===== src/rtl/lfsr_prbs_gen.sv =====
// Parametrised Fibonacci/Galois LFSR with seed load, step enable and a valid/ready word packer.
// Optional macro LFSR_PERIOD_CNT_EN adds a sequence-period measurement counter.
module lfsr_prbs_gen #(
   parameter int unsigned      WIDTH  = 16,
   parameter logic [WIDTH-1:0] TAPS   = 16'hB400,
   parameter logic [WIDTH-1:0] SEED   = WIDTH'(1),
   parameter int unsigned      OUT_W  = 8,
   parameter bit               GALOIS = 1'b0
) (
   input  logic             clk,
   input  logic             rst_n,
   input  logic             load_n,
   input  logic [WIDTH-1:0] seed,
   input  logic             en,
   output logic             out_valid,
   input  logic             out_ready,
   output logic [OUT_W-1:0] out_data,
   output logic             out_bit,
   output logic [WIDTH-1:0] state,
   output logic             lockup,
   output logic [WIDTH-1:0] period,
   output logic             period_done
);

   // state | meaning
   // FILL  | collecting bits, LFSR steps on each enabled edge
   // HOLD  | complete word presented, LFSR frozen until out_ready

   typedef enum logic [0:0] {FILL = 1'b0, HOLD = 1'b1} fsm_t;

   localparam int unsigned      CNT_W     = (OUT_W > 1) ? $clog2(OUT_W) : 1;
   localparam logic [CNT_W-1:0] LAST_BIT  = CNT_W'(OUT_W - 1);
   localparam logic [WIDTH-1:0] ONE       = WIDTH'(1);
   localparam logic [WIDTH-1:0] RST_STATE = (SEED == '0) ? ONE : SEED;

   fsm_t             fsm_q, fsm_d;
   logic [WIDTH-1:0] state_d;
   logic [OUT_W-1:0] data_d;
   logic [CNT_W-1:0] bit_cnt, cnt_d;
   logic             valid_d;
   logic             lockup_d;
   logic [WIDTH-1:0] fib_next, gal_next, step_next;

   assign fib_next  = {state[WIDTH-2:0], ^(state & TAPS)};
   assign gal_next  = {state[WIDTH-2:0], 1'b0} ^ (state[WIDTH-1] ? TAPS : '0);
   assign step_next = GALOIS ? gal_next : fib_next;

   always_comb begin
      fsm_d    = fsm_q;
      state_d  = state;
      data_d   = out_data;
      cnt_d    = bit_cnt;
      valid_d  = out_valid;
      lockup_d = 1'b0;
      if (!load_n) begin
         state_d  = (seed == '0) ? ONE : seed;
         lockup_d = (seed == '0);
         cnt_d    = '0;
         valid_d  = 1'b0;
         data_d   = '0;
         fsm_d    = FILL;
      end else begin
         case (fsm_q)
            FILL: begin
               if (en) begin
                  // a degenerate tap mask must still never reach the all-zero state
                  state_d = (step_next == '0) ? ONE : step_next;
                  data_d  = (out_data << 1) | OUT_W'(state[WIDTH-1]);
                  if (bit_cnt == LAST_BIT) begin
                     cnt_d   = '0;
                     valid_d = 1'b1;
                     fsm_d   = HOLD;
                  end else begin
                     cnt_d = bit_cnt + CNT_W'(1);
                  end
               end
            end
            HOLD: begin
               valid_d = 1'b1;
               if (out_ready) begin
                  valid_d = 1'b0;
                  fsm_d   = FILL;
               end
            end
            default: fsm_d = FILL;
         endcase
      end
   end

   always_ff @(posedge clk or negedge rst_n) begin
      if (!rst_n) begin
         fsm_q     <= FILL;
         state     <= RST_STATE;
         out_data  <= '0;
         bit_cnt   <= '0;
         out_valid <= 1'b0;
         lockup    <= 1'b0;
      end else begin
         fsm_q     <= fsm_d;
         state     <= state_d;
         out_data  <= data_d;
         bit_cnt   <= cnt_d;
         out_valid <= valid_d;
         lockup    <= lockup_d;
      end
   end

   assign out_bit = state[WIDTH-1];

`ifdef LFSR_PERIOD_CNT_EN
   logic             step;
   logic [WIDTH-1:0] cap_q;
   logic [WIDTH-1:0] pcnt_q;
   logic [WIDTH-1:0] period_q;
   logic             done_q;

   assign step = load_n && (fsm_q == FILL) && en;

   always_ff @(posedge clk or negedge rst_n) begin
      if (!rst_n) begin
         cap_q    <= RST_STATE;
         pcnt_q   <= '0;
         period_q <= '0;
         done_q   <= 1'b0;
      end else if (!load_n) begin
         cap_q    <= state_d;
         pcnt_q   <= '0;
         period_q <= '0;
         done_q   <= 1'b0;
      end else if (step && !done_q && (pcnt_q != '1)) begin
         // saturation at all-ones stops counting without declaring a period
         pcnt_q <= pcnt_q + ONE;
         if (state_d == cap_q) begin
            period_q <= pcnt_q + ONE;
            done_q   <= 1'b1;
         end
      end
   end

   assign period      = period_q;
   assign period_done = done_q;
`else
   assign period      = '0;
   assign period_done = 1'b0;
`endif

endmodule


===== config.mk =====
export PLATFORM = sky130hd
export DESIGN_NAME = lfsr_prbs_gen
export DESIGN_NICKNAME = d
export VERILOG_FILES = /design/src/rtl/lfsr_prbs_gen.sv
export SDC_FILE = /design/constraint.sdc
export NUM_CORES = 1
export LEC_CHECK = 0
export CAP_MARGIN = 0
export CORE_ASPECT_RATIO = 1.4
export CORE_MARGIN = 2
export CORE_UTILIZATION = 35
export CTS_CLUSTER_DIAMETER = 60
export CTS_CLUSTER_SIZE = 8
export DETAILED_ROUTE_END_ITERATION = 7
export DONT_BUFFER_PORTS = 1
export GPL_TIMING_DRIVEN = 1
export PLACE_DENSITY = 0.46
export SLEW_MARGIN = 10
export SYNTH_ARGS = -nofsm -noshare
export SYNTH_HDL_FRONTEND = slang
export SYNTH_SLANG_ARGS = --single-unit

===== constraint.sdc =====
create_clock -name clk -period 2.4 [get_ports clk]
set_input_delay 0.48 -clock clk [delete_from_list [all_inputs] [get_ports clk]]
set_output_delay 0.48 -clock clk [all_outputs]
set_load 0.1 [all_outputs]

; Yosys cells after proc, flatten, opt, wreduce, memory -nomap -nowiden
; Cells that the tools add are included.
[op_classes]
n_addsub = 1
n_eq_ne = 5
mux = 22
n_bitwise = 2
reduce_logical = 5
[ops]
columns = operator, n
row1 = 2-to-1 mux 16 bit, 5
row2 = logical NOT 16 bit, 2
row3 = 2-to-1 mux 8 bit, 3
row4 = parity 16 bit, 1
row5 = 2-to-1 mux 3 bit, 4
row6 = 2-to-1 mux 1 bit, 8
row7 = bitwise OR 8 x 1 -> 8 bit, 1
row8 = inequality test 3 bit (second input constant), 2
row9 = one-hot mux 1 bit (2 select lines), 2
row10 = AND reduction 2 bit, 2
row11 = adder 3 x 1 -> 3 bit (second input constant), 1
row12 = equality test 3 bit (second input constant), 1
row13 = inequality test 2 x 1 -> 1 bit (second input constant), 1
row14 = inequality test 2 bit (second input constant), 1
row15 = inverter 1 bit, 1
[word_totals]
reg_bits = 30
elab_cells = 41

; Logic depth before layout (Yosys ltp)
; Gate-level depths: netlist (run 1).
[logic_depth]
depth_word = 6
depth_mapped = 5
mapped_depth_nobuf = 5

; Worst setup path before layout (run 1)
; OpenSTA, ideal clock, no wires.
[synth_timing]
path_type = register -> output
startpoint = register state[15]
endpoint = output port state[15]
arrival_time_ns = 1.385
setup_slack_ns = 0.535
path_stages_with_launch = 2
path_cell_list = dfrtp_1 -> buf_4
[synth_lines]
columns = item, line_no
row1 = "start, declared", 19  ; output logic [WIDTH-1:0] state,
row2 = "start signal, assigned", 100  ; state <= state_d;
; No word-level cell between the ends.

; Final worst setup path (run 1)
[layout_timing]
startpoint = register state[3]
endpoint = output port state[3]
; No word-level cell between the ends.

==> results.md, run 1 <==
- The flow ran to the end, and the final reports show no timing, DRC or antenna violations.
- The worst-path maximum fanout is 4.
- The initial core utilization is 0.366.
- The worst-case IR drop observed on VDD is between 200 and 250 uV.
- In this run the worst setup path terminates at state[3].
- Of the post-synthesis cell area, the dominant cell type holds 0.464.
- The root buffer cell is clkbuf_8.
- Setup violations remaining at the end of the flow were counted as 0.
- The maximum achievable frequency is 569 MHz.
- The parity-gate share of the synthesized area counting xor and xnor cells is 0.0168.
- The launching point of the worst reg2reg path is fsm_q.
- Before CTS, the worst setup slack after placement is between 0.7 and 0.8 ns.
- By area, the combinational part of the netlist is dominated by simple AND/OR/NAND/NOR gates.
- Summing internal, switching and leakage power gives ~1.5 mW.
- The mean post-synth cell area is between 8 and 9 sq um.
- The number of cells on the worst reg-to-reg path is 4.
- The max-slew violation count is 0.
- The chip height is slightly above 80 microns.
- Counting buffers and inverters, the worst setup path is 0 cells deep.
- Summed over all cells, the static leakage comes to about 0.83 nW.
- In this run the remaining antenna-violating nets after routing total 0.
- The number of placement rows is 28.
- The total number of yosys warnings is 0.
- In this run the standard cell core region covers 4270 sq um.
- Across the run, the number of max-cap violations was 0.
- Of the post-synthesis cell area, the part taken by muxes is 0.00719.
- The share of cells above drive strength 1 is 0.183.
- The count of unique library cells instantiated by Yosys is 24.
- The internal reg-to-reg setup slack is between 0.7 and 0.8 ns.
- In the finished design, the share of the clock period the worst path needs comes to 0.732.
- The via count of the first global-routing pass is 1283.
- The depth of the CTS H-tree is 2.
- The critical path startpoint category is a flop.
- The antenna diode count is 0.
- The largest area contributor in the netlist is dfrtp_1.
- The first global-routing pass estimated ~5900 microns of wire.
- The clock tree from TritonCTS is yes.
- At the worst endpoint, the required time is around 1.9 ns.
- After synthesis the netlist holds a flip-flop and latch count of 30.
- Entering global routing, the biggest net connects 35 pins.
- For the pin with the worst max-slew slack, the measured transition is just over 1 ns.
- After clock tree synthesis, the clock-pin slew on the worst setup and hold paths is approximately 0.060 ns.
- For this run, the register share of the synthesized area comes to 0.480.
- The post-route standard cell area excluding fillers is between 1500 and 2000 sq um.
- In this run, CTS created clock tree buffers numbering 5.
- The fraction of the core area covered by cells at the end of the flow is 0.417.
- The floorplan step defined a die boundary enclosing about 5000 sq um.
- The detail-routed via count per cell is slightly below 5.
- The worst hold path belongs to the class input port to asynchronous set/reset pin.
- Counting along the longest clock path gives a buffer depth of 2.
- After synthesis, the cell types taking the most area are dfrtp_1 46%, nand2_1 12%, buf_4 9.6%.
- The routed wirelength normalized by instance count is between 10 and 15 microns.
- In this run the count of I/O pins placed on the die edge is 65.
- Across every metal layer, demand over resource in global routing totals 0.153.
- The detailed router placed between 1000 and 1500 vias in this run.
- The clock arrives with roughly 0.0068 ns of skew.
- The total of cells resized after clock tree synthesis is 0.
- The number of endpoints with negative hold slack in the final report was 0.
- The number of nets in the final layout is 224.
- The DRC violation count after routing is 0.
- During placement, the flow inserted port buffers numbering 0.
- Setup repair after global routing left no endpoint under its margin.
- The x dimension of the die is 60.5 microns.
- The worst register-to-register path ends at bit_cnt[0].
- In this run the tightest slew margin relative to its limit is 0.319.
- The final worst slack is between 0.6 and 0.7 ns.
- For this design, the sink count on the clock tree is 30.
- The power density over the cells is 837 nW/um^2.
- The number of detailed-route iterations in the first pass is 4.
- The post-synthesis compound-gate area fraction is 0.107.
- The sum of overflow across all layers after global routing is 0.
- The post-synthesis instance total is ~180.
- Routability-driven placement finished with a final weighted congestion of a little under 0.8.
- The kind of critical path is flop to output port.
- The initial antenna violation count is 0.
- The later pin in the worst-skew pair is clocked with a latency of about 0.28 ns.
- The mapped netlist covers about 1600 sq um.
- The final period demand of the worst path is about 1.8 ns.
- The fraction of the mapped netlist area in adder cells is 0.0160.
- The final sum of negative setup slack is 0 ns.
- The critical path endpoint category is an output port.
- The placed instances occupy a cell area of 1670 sq um.
- The area growth from synthesis to layout is 13.9%.
- The final wirelength is roughly 3600 microns.
- At the worst endpoint, the arrival time is 1.28 ns.
- The number of design-rule violations left by the first detailed-router iteration is 89.
- The final HPWL from detailed placement is 2650 microns.
- Of the total synthesized cell area, the portion taken by AND, OR, NAND and NOR gates is 0.227.
- The launching instance or port of the critical path is state[3].
-- cells in the final DEF, fill, tap and decap left out, types with 2 or more instances in the layout --
cell      count
nor4_1        7
dfrtp_1      28
a31oi_1      15
xor2_1        2
nand4_1       3
nor2_1       20
buf_4        25
conb_1       17
clkbuf_8      6
a21oi_1      11
ha_1          2
nor3_1        2
nand2_1      52
-- cells in the mapped netlist --
library cell   n
nand2_1       52
dfrtp_1       29
buf_4         20
nor2_1        20
a31oi_1       15
a21oi_1       11
nor4_1         7
buf_6          3
clkbuf_1       3
nand4_1        3
buf_2          2
ha_1           2
nor3_1         2
xor2_1         2
a221oi_1       1
buf_8          1
conb_1         1
dfstp_2        1
inv_1          1
mux2_2         1
nand2b_1       1
nor2b_1        1
o311a_1        1
xnor2_1        1
-- per-layer routing --
metal | wire length (microns) | part of all wire | track usage
met3 | 300 | 0.082 | 0.0483
met4 | 72 | 0.020 | 0.0573
met1 | 1410 | 0.39 | 0.173
met5 | 0 | 0 | 0
met2 | 1860 | 0.51 | 0.259
-- timing repair --
action,CTS,global route
hold buffers,1,0
buffers inserted,0,0
endpoints found under the hold margin,29,0
endpoints found under the setup margin,0,0
-- power by group --
| group | leakage (nW) | internal (mW) | switching [mW] |
|---|---|---|---|
| Sequential | 0.374 | 0.541 | 0.0636 |
| Clock | 0.0482 | 0.231 | 0.178 |
| Combinational | 0.404 | 0.0750 | 0.404 |
| Total | 0.826 | 0.847 | 0.645 |
-- worst min-delay path by stage --
stage               start         end
floorplan           rst_n  bit_cnt[0]
global placement    rst_n    state[3]
detailed placement  rst_n    state[4]
CTS                 rst_n    state[4]
global route        rst_n    state[3]
finish              rst_n    state[2]
-- flip-flops by register name, summed over array words and instances, names as in the netlist --
signal and count:
out_valid 1, out_data 8, fsm_q 1, bit_cnt 3
state 16, lockup 1
-- logic make-up after synthesis --
family	count (synthesis)
buffers and inverters	30
and+or+nand+nor	86
other	1
adders and majority gates	2
xor gates and xnor gates	3
muxes	1
AOI/OAI and AO/OA	28
DFF	30
-- stage by stage --
stage,hold WS (ns),instances
2_1_floorplan,0.184,197
3_3_place_gp,0.185,253
3_5_place_dp,0.185,253
4_1_cts,0.0162,262
5_1_grt,0.00853,262
6_report,0.0148,262
-- final cells by class --
type	instances	area (sq um)
clock buffers	7	86.3
fillers	458	2490
multi-input cells	137	652
repair buffers	26	208
inverters	1	3.75
flip-flops and latches	30	753
well taps	60	75.1
clock inverters	1	5.00
Note: power is estimated with default switching activity, not from simulation.
==> inputs of run 2 (changes only) <==
PLACE_DENSITY = 0.48   (was 0.46)
clock period = 1.5 ns   (was 2.4 ns; I/O delays follow)
==> run 2 against run 1 <==
Die area unchanged. Power grew 72%. Combinational power increased by 78%. Critical path depth up 1. Core utilization up 2.0 points. Clock power grew 96%. First-iteration DRC count down 37%. Global-route usage rose by 0.95 points. Sequential power grew 52%. Register-to-register slack worse by 0.45 ns. Largest power group unchanged.
==> results.md, run 2 (synthesis results as in run 1) <==
- Of the available clock period, the critical path in the final layout requires 0.959.
- The register with the most flip-flops in the layout has 16 of them.
- In this run the worst path has a maximum fanout of 4.
- The endpoint identified for the worst register-to-register timing path is state[0].
- The max-slew violation count is 0.
- The startpoint identified for the worst hold timing path is load_n.
- The congestion estimate from routability-driven global placement came to slightly below 0.8.
- The critical path in this run is classified as flop to output port.
- After clock tree synthesis, the clock-pin slew on the worst setup and hold paths is approximately 0.070 ns.
- The global-route wire length before repair is 6170 microns.
- The register name with the most flops is state.
- The number of buffers inserted by post-CTS setup repair is 0.
- The pre-antenna-repair detailed-routing pass consisted of 4 iterations.
- The chip height is between 80 and 90 microns.
- Port buffering added 0 buffers.
- The number of endpoints with negative hold slack in the final report came to 0.
- The number of cell instances on the worst register-to-register path is 4.
- The tree is rooted in a clkbuf_8.
- Setup repair after global routing left no endpoint under its margin.
- In the global route stage, met3 resource usage came out at 0.0545.
- The sum of overflow across all layers after global routing is 0.
- The worst path needs roughly 1.4 ns of the cycle, external delays included.
- The signal on the critical path passes through buf_4.
- The reported leakage power is 0.854 nW.
- The area of the core is roughly 4300 sq um.
- The worst hold path terminates at lockup.
- The top-level port count is 65.
- The path class of the tightest hold or removal check is input port to flop.
- The final number of setup-violating endpoints is 0.
- The initial antenna violation count came to 0.
- The maximum number of buffers from clock root to sink is 2.
- From synthesis to final layout, the design area changed by 19.4%.
- The routed wirelength normalized by instance count is between 10 and 15 microns.
- Row generation in the floorplan step produced 28 rows.
- The initial core utilization is 0.366.
- The final wirelength is around 3800 microns.
- The met1 usage in global routing is 0.189.
- The DRC violation count after routing is 0.
- At the later pin of the worst-skew pair, clock insertion delay measures ~0.28 ns.
- The most common library cell in the layout ignoring fill and taps is nand2_1.
- The number of buffers inserted during clock tree synthesis is 5.
- Timing would allow up to 695 MHz.
- The repair_antennas step left the layout with diodes totalling 0.
- The detail-routed via count per cell is 4.93.
- For the worst setup path, the data arrival time is approximately 1.1 ns.
- The post-route clock skew is 0.00553 ns.
- The library cells used most frequently in the layout, excluding fill and tap cells, are 52 x nand2_1, 26 x buf_4, 20 x nor2_1.
- The worst IR drop on VDD is 407 uV.
- For the worst setup path, the data required time is between 1 and 1.5 ns.
- The via count of the first global-routing pass is ~1300.
- The number of nets in the final layout is 228.
- The gate family responsible for the most delay along the worst path is flip-flops.
- The area of placed instances is between 1500 and 2000 sq um.
- The depth of the CTS H-tree is 2.
- In this run the power density over the cells is ~1400 nW/um^2.
- The post-route standard cell area excluding fillers is between 1500 and 2000 sq um.
- The flow ran to the end, and the final reports show no timing, DRC or antenna violations.
- The critical path startpoint category is a flop.
- In this run the horizontal extent of the chip is ~60 microns.
- Among all stages on the critical path, the largest delay is contributed by dfstp_2.
- The die covers approximately 5000 sq um.
- In the final layout, the registers with the most flip-flops are state: 16 flops, out_data: 8 flops, bit_cnt: 3 flops.
- met2 is the most crowded layer.
- For flop-to-flop paths, the worst setup slack is roughly 0.29 ns.
- The total of max-cap violations is 0.
- The launching point of the worst reg2reg path is state[0].
- The final sum of negative setup slack is 0 ns.
- The aggregate global-route resource usage is 0.162.
- For met2 alone, demand over resource in global routing was 0.272.
- The HPWL after detailed placement is ~2800 microns.
- The layout has between 400 and 500 filler cells.
- The stage delay of the slowest cell on the critical path is about 0.56 ns.
- The total power is around 2.6 mW.
- The largest net degree at the start of global routing is 35.
- The number of routed nets with antenna violations is 0.
- The number of buffers and inverters on the critical path is 1.
- The critical path endpoint category is an output port.
- Across all hold checks on the routed design, the worst slack comes to around 0.089 ns.
- The clock tree from TritonCTS is yes.
- In the final layout, the share of cells above drive strength 1 is 0.243.
- The first routing iteration left 56 violations.
- The total via count after detailed routing is roughly 1300.
- The number of clock sinks seen by CTS is 30.
- Along the worst hold path, the cell count comes to 1.
## run 2: cell types whose count changed in the layout (fill, tap and decap cells not counted)
cell	previous run	this run
bufinv_16	0	1
clkbuf_8	6	5
dfrtp_1	28	19
dlygate4sd3_1	0	1
buf_12	1	3
buf_4	25	26
clkinv_2	1	2
dfrtp_2	1	10
clkbuf_1	1	0
## run 2: worst register-to-register path, cell delays in order, from the launching register on
cell,delay [ns]
dfstp_2,0.39
nor4_1,0.36
nand4_1,0.14
nand4_1,0.11
o311a_1,0.16
## run 2: where the power goes
part	switching [mW]	internal (mW)
Sequential	0.0496	0.870
Clock	0.313	0.488
Combinational	0.709	0.144
## run 2: per-stage QoR
stage / setup slack, ns / util / instances
after floorplan: 0.0279 / - / 197
after global placement: 0.232 / 0.405 / 256
after detailed placement: 0.234 / 0.405 / 256
after CTS: 0.0496 / 0.437 / 266
after global routing: 0.0196 / 0.437 / 266
final: 0.0611 / 0.437 / 266
## run 2: what timing repair did
action | CTS | global route
endpoints found under the hold margin | 30 | 0
gates resized for setup | 1 | 0
hold buffers | 2 | 0
setup endpoints to repair | 1 | 0
## run 2: final cells by class
type	instances	area, sq um	area share
repair buffers	30	265	0.142
clock buffers	5	68.8	0.0368
clock inverters	3	40.0	0.0214
inverters	1	3.75	0.00201
flip-flops and latches	30	764	0.409
multi-input cells	137	652	0.349
well taps	60	75.1	0.0402
## run 2: worst max-delay path by stage
| stage | cells after the start | endpoint | from |
|---|---|---|---|
| after global routing | 1 | state[0] | state[0] |
| after floorplan | 4 | state[0] | state[7] |
| final | 1 | state[0] | state[0] |
| after CTS | 1 | state[0] | state[0] |
| after global placement | 2 | out_data[7] | out_data[7] |
| after detailed placement | 2 | out_data[7] | out_data[7] |
## run 2: layer usage
metal,part of all wire,routed length (microns)
met2,0.51,1980
met5,0,0
met3,0.085,327
met4,0.014,55
met1,0.39,1480
==> inputs of run 3 (changes only) <==
PLACE_DENSITY = 0.62   (was 0.48)
==> run 3 against run 2 <==
First-iteration DRC count rose by 13%. Maximum frequency rose by 2.0%. Sequential share of layout area rose by 0.082 points. Design area fell by 0.20%. Count of clock-buffer cells in the layout rose by 3. Die area did not move. Combinational power barely moved. Wire length fell by 7.9%. Clock skew fell by 0.0012 ns. Critical path depth did not move. Core utilization fell by 0.088 points. Worst setup slack improved by 0.029 ns. Critical path type unchanged. Highest routed layer unchanged.
==> results.md, run 3 (synthesis results as in run 1) <==
- The reported leakage power is ~0.85 nW.
- The max-slew violation count is 0.
- The congestion estimate from routability-driven global placement came to 0.764.
- The final sum of negative setup slack is 0 ns.
- Along the worst hold path, the cell count comes to 1.
- The clock tree from TritonCTS is yes.
- The first global-routing pass estimated 5380 microns of wire.
- Traced cell by cell, the critical path runs through buf_4.
- Entering global routing, the biggest net connects 35 pins.
- Of the cells placed in the final design, the portion with a size suffix greater than 1 is 0.246.
- Detailed placement ended at an HPWL of 2580 microns.
- Derived from the worst setup path, the maximum achievable clock frequency is ~710 MHz.
- The worst-path cell with the longest stage delay is dfstp_2.
- The top-level port count is 65.
- The die outline area is 5030 sq um.
- After detailed routing, the total wire length is about 3500 microns.
- After the first detailed-routing iteration, the DRC count stood at 63.
- Counting the fill cells in the layout gives ~460.
- After floorplanning, the core was sized to cover 4270 sq um.
- The root buffer cell is clkbuf_8.
- The clock transition at the registers of the reported paths is around 0.070 ns.
- For this design the ratio of total power to cell area is ~1400 nW/um^2.
- For this run, the post-layout net count is about 230.
- The run finished with clean final reports.
- The tool flagged a number of max-cap violations equal to 0.
- After detailed routing, the number of remaining DRC violations is 0.
- The count of nets left with antenna violations once routing finished came out at 0.
- Of all nets on the critical path, the largest fanout is 3.
- For the final database, setup skew stands at about 0.0043 ns.
- The worst path meets setup with between 0.08 and 0.09 ns of slack.
- After global routing the overflow that remains totals 0.
- The number of flip-flops in the largest register is 16.
- The fraction of the core area covered by cells at the end of the flow is 0.436.
- The total via count after detailed routing is 1304.
- The worst hold slack after final layout is about 0.087 ns.
- Measured along the y axis, the die boundary spans between 80 and 90 microns.
- The initialized floorplan defines 28 standard-cell rows.
- In the layout the commonest cells are 52 x nand2_1, 28 x buf_4, 20 x nor2_1.
- CTS built an H-tree with a depth of 2.
- The kind of critical path is flop to output port.
- Buffers added to address setup during post-CTS repair amount to 0.
- The worst-case IR drop observed on VDD is ~590 uV.
- The detail-routed via count per cell is roughly 4.9.
- The final period demand of the worst path is approximately 1.4 ns.
- Compared with the post-synthesis result, the final layout area differs by 19.2%.
- The x dimension of the die is about 60 microns.
- After detailed placement, the design holds a cell count of between 200 and 300.
- The clock net in this run drives a total of 30 sinks.
- The worst register-to-register path has a depth of 3.
- The critical path depth is 1.
- The critical path endpoint category is an output port.
- In this design, the largest share of critical-path delay is due to flip-flops.
- The tightest min-delay check is of the input port to flop type.
- The largest registers in the layout are state: 16 flops, out_data: 8 flops, bit_cnt: 3 flops.
- The aggregate global-route resource usage is 0.140.
- The initial antenna violation count is 0.
- Together, buffers and inverters on the worst path number 1.
- The most common library cell in the layout ignoring fill and taps is nand2_1.
- The final number of setup-violating endpoints is 0.
- In the finished design, the share of the clock period the worst path needs comes to 0.940.
- The clock insertion delay at the later pin of the skew report is between 0.2 and 0.3 ns.
- In this run the deepest clock path goes through 2 buffers.
- The largest single stage delay on the critical path is roughly 0.53 ns.
- In the final routed layout, each cell accounts on average for about 13 microns.
- The post-route non-filler standard cell count is 267.
- 0 antenna diodes ended up in the layout.
- Data on the critical path is required at its endpoint by 1.20 ns.
- Data arrives at the worst endpoint at about 1.1 ns.
- The setup slack after placement is 0.222 ns.
- Setup repair after global routing left no endpoint under its margin.
- The number of endpoints with negative hold slack in the final report came to 0.
- The via count of the first global-routing pass is approximately 1200.
- The quantity of I/O buffers inserted on ports is 0.
- The first detailed-routing pass ran for 4 iterations.
- The number of buffers inserted during clock tree synthesis is 5.
- The initial core utilization is 0.366.
- The register name with the most flops is state.
- STA classifies the critical path startpoint as a flop.
## run 3: worst paths after layout
kind,slack [ns],to,startpoint
setup / recovery,0.09,state[0],state[0]
hold / removal,0.09,lockup,load_n
setup reg to reg,0.32,state[1],state[0]
hold reg to reg,0.53,bit_cnt[1],bit_cnt[1]
max in group asynchronous,0.80,state[0],rst_n
min in group asynchronous,0.46,state[4],rst_n
## run 3: cell type report
type                    instances  area (sq um)  share of cell area
flip-flops and latches         30           764               0.410
multi-input cells             137           652               0.349
repair buffers                 31           260               0.140
clock buffers                   8           110              0.0590
well taps                      60          75.1              0.0402
inverters                       1          3.75             0.00201
## run 3: routing by layer
metal	GRT usage	up-vias	part of all wire
li1	-	621	-
met1	0.177	626	0.43
met2	0.218	51	0.48
met3	0.0421	6	0.080
met4	0.0593	0	0.011
met5	0	-	0
## run 3: what timing repair did
item	4_1_cts	5_1_grt
endpoints found under the hold margin	30	0
hold buffers	2	0
resized for setup	1	0
endpoints found under the setup margin	1	0
## run 3: where the power goes
group          total, mW  internal (mW)  leakage (nW)  switching, mW
clock network      0.759          0.463        0.0575          0.296
logic              0.855          0.143         0.431          0.712
registers          0.910          0.869         0.365         0.0407
## run 3: metrics by stage
step / cell area (sq um) / total power, mW
finish: 1870 / 2.52
global route: 1870 / 2.65
CTS: 1870 / 2.55
detailed placement: 1720 / 1.76
global placement: 1720 / 1.75
floorplan: 1640 / 1.68
